===== config.mk =====
export PLATFORM = sky130hd
export DESIGN_NAME = feature_loader
export DESIGN_NICKNAME = d
export VERILOG_FILES = /design/src/rtl/feature_loader.sv
export SDC_FILE = /design/constraint.sdc
export NUM_CORES = 1
export LEC_CHECK = 0
export CAP_MARGIN = 20
export CORE_UTILIZATION = 40
export CTS_CLUSTER_SIZE = 25
export DETAILED_ROUTE_END_ITERATION = 8
export PLACE_DENSITY_LB_ADDON = 0.1
export SLEW_MARGIN = 40
export SYNTH_ARGS = -nofsm -noshare
export SYNTH_HDL_FRONTEND = slang
export SYNTH_SLANG_ARGS = --single-unit

===== constraint.sdc =====
create_clock -name clk -period 3.1 [get_ports clk]
set_input_delay 0.62 -clock clk [delete_from_list [all_inputs] [get_ports clk]]
set_output_delay 0.62 -clock clk [all_outputs]
set_load 0.03 [all_outputs]

===== src/rtl/feature_loader.sv =====
// Byte-stream loader for the 3-feature regression datapath: X0..X2 load atomically, y captured SETTLE cycles later.
// Latency: last byte accepted at edge k -> m_valid after edge k+SETTLE; s_ready low from last byte until m_y is handed off.
module feature_loader #(
  parameter int SETTLE = 2,
  parameter int CNT_W  = 8
) (
  input  logic             clk,
  input  logic             rst_n,
  input  logic             clr,
  input  logic [7:0]       s_data,
  input  logic             s_valid,
  output logic             s_ready,
  output logic [15:0]      x0,
  output logic [15:0]      x1,
  output logic [15:0]      x2,
  input  logic [31:0]      y_in,
  output logic [31:0]      m_y,
  output logic             m_valid,
  input  logic             m_ready,
  output logic [CNT_W-1:0] frame_cnt
);

  typedef enum logic [1:0] {ST_LOAD, ST_SETTLE, ST_OUT} state_t;

  localparam logic [3:0] SETTLE_LAST = 4'(SETTLE - 1);

  state_t      state;
  logic [2:0]  byte_idx;
  logic [3:0]  settle_cnt;
  logic [39:0] shadow;

  assign s_ready = rst_n & ~clr & (state == ST_LOAD);

  always_ff @(posedge clk or negedge rst_n) begin
    if (!rst_n) begin
      state      <= ST_LOAD;
      byte_idx   <= 3'd0;
      settle_cnt <= 4'd0;
      shadow     <= '0;
      x0         <= '0;
      x1         <= '0;
      x2         <= '0;
      m_y        <= '0;
      m_valid    <= 1'b0;
      frame_cnt  <= '0;
    end else if (clr) begin
      // Abort keeps the last presented features, result and count.
      state      <= ST_LOAD;
      byte_idx   <= 3'd0;
      settle_cnt <= 4'd0;
      m_valid    <= 1'b0;
    end else begin
      case (state)
        ST_LOAD: begin
          if (s_valid) begin
            if (byte_idx == 3'd5) begin
              // The final byte bypasses the shadow so all three features move on one edge.
              x0         <= shadow[15:0];
              x1         <= shadow[31:16];
              x2         <= {s_data, shadow[39:32]};
              byte_idx   <= 3'd0;
              settle_cnt <= 4'd0;
              state      <= ST_SETTLE;
            end else begin
              shadow[8*byte_idx +: 8] <= s_data;
              byte_idx                <= byte_idx + 3'd1;
            end
          end
        end
        ST_SETTLE: begin
          if (settle_cnt == SETTLE_LAST) begin
            m_y     <= y_in;
            m_valid <= 1'b1;
            state   <= ST_OUT;
          end else begin
            settle_cnt <= settle_cnt + 4'd1;
          end
        end
        ST_OUT: begin
          if (m_ready) begin
            m_valid   <= 1'b0;
            frame_cnt <= frame_cnt + 1'b1;
            state     <= ST_LOAD;
          end
        end
        default: state <= ST_LOAD;
      endcase
    end
  end

endmodule

==> impl_metrics.ini <==
[status]
status = finished, final reports clean

[die]
rows = 42
die-width_microns = 120.3
core_sq_mm = 0.01345
die-area_sq_mm = 0.01447
io_pins = 135
start_util_pct = 41.62
die_h_microns = 120.3

[clocking]
cts_root_buf = clkbuf_16
holdBufCountCts = 0
clk_pin_slew_ns = 0.05
worstSkewPairLatency_ns = 0.41
cts_setup_buffers = 0
cts_resized = 0
cts_max_level = 4
cts_sinks = 138
clk_path_buf_depth = 2
cts_tree = done
numCtsBuffers = 17

[sta]
setup_slack_ns = 0.3072
maxSlewViolCount = 0
fin_setup_tns_ns = 0
fin_crit_ns = 2.793
clock-skew-final_ns = 0.005450
setup_violations = 0
rsz0062_at_grt = no
whs_ns = 0.3045
worst_pin_slew_ns = 0.6789
hold_viol_final = 0
max_freq_mhz = 358.1
period_share_pct = 90.09
relSlewSlack_pct = 54.74

[final_layout]
antennaDiodeCount = 0
drive_above_1_share_pct = 27.55
final_nets = 599
multi_input_area_sq_mm = 0.001991
final_cells = 735
seq_area_sq_mm = 0.003453
area_growth_pct = 39.58
fillers = 1134

[routing]
first_pass_iters = 4
ant_nets = 0
drc = 0
wl_microns = 11780
dr_total_vias = 3614
first_iter_violations = 124
via_per_inst = 4.917
wire_per_inst_microns = 16.03

[global_route]
grt_pass1_wl_microns = 19490
grt.total_usage_pct = 17.62
antenna_found_initial = 0
grt-ovfl-total = 0
first_global_vias = 3792
grt_max_degree = 75

[yosys]
syn_inst = 396
syn-cell-area_sq_mm = 0.005599
synth_nets = 449
ys_ff_latch = 138
yosysSeqAreaShare_pct = 61.68
synthDistinctLibCells = 37
yosysWarnings = 0
synth.avg_cell_area_sq_um = 14.14

[worst_setup_path]
critPathRequiredTime_ns = 2.48
path_delay_family = buffers and inverters
regToRegStartpoint = byte_idx[1]
cp_common_cell = clkdlybuf4s50_1
crit_path_start = clr
endpoint = s_ready
max_stage_delay_ns = 0.66
crit_buf_inv = 3
critPathKind = in -> out
cpMaxStageDelayCell = clkdlybuf4s50_1
cp_max_fo = 8
arrival_ns = 2.17
endpoint_kind = output pin
r2r_setup_slack_ns = 0.66
crit_path_cell_trace = clkdlybuf4s50_1 -> buf_4 -> nor2_1 -> and3_1 -> clkdlybuf4s50_1
ff2ff_path_depth = 7
reg2reg_to = shadow[24]
critPathLaunchType = input pin
critical_path_depth = 5

[placed_design]
dp_cells = 703
dp_slack_ns = 0.07682
portBuffers = 134
gp_congestion = 0.8113
dpl.hpwl_microns = 8045

[power_and_ir_drop]
ir_drop_uv = 309.9
cellLeakagePower_nw = 3.658
p_per_area_mw_per_mm2 = 586.6
p_total_mw = 4.585

[job]
max-cap-violations = 0

[min_path]
hold_class = in -> async
## layout by cell type (no fill, tap or decap), drive strengths merged, types with 4 or more instances in the layout
cell type and count:
ha 8, mux2i 18, mux2 104, nor2 9, and2 4, clkinv 6
inv 26, xnor2 8, dfrtp 138, clkbuf 20, clkdlybuf4s50 133, buf 14
nand2 23, nand4 5, a31oi 4, and3 4, clkinvlp 4
## worst min path at each step
stage | end | cells after the start | startpoint
finish | frame_cnt[5] | 2 | rst_n
global route | frame_cnt[5] | 2 | rst_n
CTS | frame_cnt[3] | 2 | rst_n
detailed placement | frame_cnt[7] | 1 | frame_cnt[7]
global placement | frame_cnt[7] | 1 | frame_cnt[7]
floorplan | byte_idx[0] | 0 | rst_n
## synthesized netlist by cell type, drive strengths merged
master  count  area, sq um
mux2i      18        180.2
ha          8        100.1
inv        26        97.59
nand2      23        86.33
xnor2       8        70.07
a31oi       4        25.02
xor2        1        8.760
and2        4        25.02
a22o        1        8.760
dfrtp     138         3453
o41ai       1        8.760
a21o        1        7.510
clkbuf      6        22.52
nor4b       2        17.52
nand2b      3        18.77
o32ai       1        8.760
nand3       3        15.01
a32oi       1        8.760
buf        10        48.79
nand4       5        31.28
or3         2        17.52
o22ai       1        6.260
nor3        3        15.01
and3        4        25.02
o21ai       3        15.01
nor2        9        33.78
o21bai      1        7.510
or4b        1        13.76
mux2      104         1179
a21oi       1        5.000
nor4        1        21.27
nor3b       1        7.510
nor4bb      1        10.01
## registers in the layout, summed over array words and instances, names as in the netlist
name / cells
byte_idx: 3
frame_cnt: 8
m_valid: 1
m_y: 32
settle_cnt: 4
shadow: 40
state: 2
x0: 16
x1: 16
x2: 16
## through the flow
step	instance area (sq um)	util [%]
floorplan	5599	-
global placement	7227	53.72
detailed placement	7231	53.75
CTS	7811	58.06
global route	7815	58.09
finish	7815	58.09
## power by group
group | switching, mW | total [mW] | internal [mW]
combinational | 0.284 | 0.564 | 0.280
sequential | 0.0912 | 2.06 | 1.97
clock | 0.740 | 1.96 | 1.22
total | 1.11 | 4.58 | 3.47
## cell families (layout without fill, tap and decap cells)
family | Yosys count | in the layout | share of synthesized area, %
adders and majority gates | 8 | 8 | 1.788
and+or+nand+nor | 62 | 62 | 6.033
DFF | 138 | 138 | 61.68
buffers and inverters | 42 | 205 | 3.017
xor gates and xnor gates | 9 | 9 | 1.408
muxes | 122 | 122 | 24.27
AOI/OAI and AO/OA | 15 | 15 | 1.810
## metal layers
layer | global-route usage (%) | up-vias | part of all wire (%)
li1 | - | 1675 | -
met1 | 22.48 | 1828 | 45
met5 | 0 | - | 0
met2 | 27.12 | 97 | 47
met3 | 6.415 | 14 | 6.8
met4 | 7.176 | 0 | 1.3
## cell type report
cell class / count / area share, %
inverters: 26 / 1.249
flip-flops and latches: 138 / 44.19
well taps: 176 / 2.818
repair buffers: 147 / 18.84
clock inverters: 12 / 1.585
multi-input cells: 216 / 25.47
clock buffers: 20 / 5.844
## worst reg2reg max path: cells and delay by family (launching register included)
family,cells,cell delay [ns]
adders and majority gates,2,0.53
buffers and inverters,1,0.09
DFF,1,0.39
muxes,1,0.34
and+or+nand+nor,3,0.98
Power figures use the tool's default switching activity.
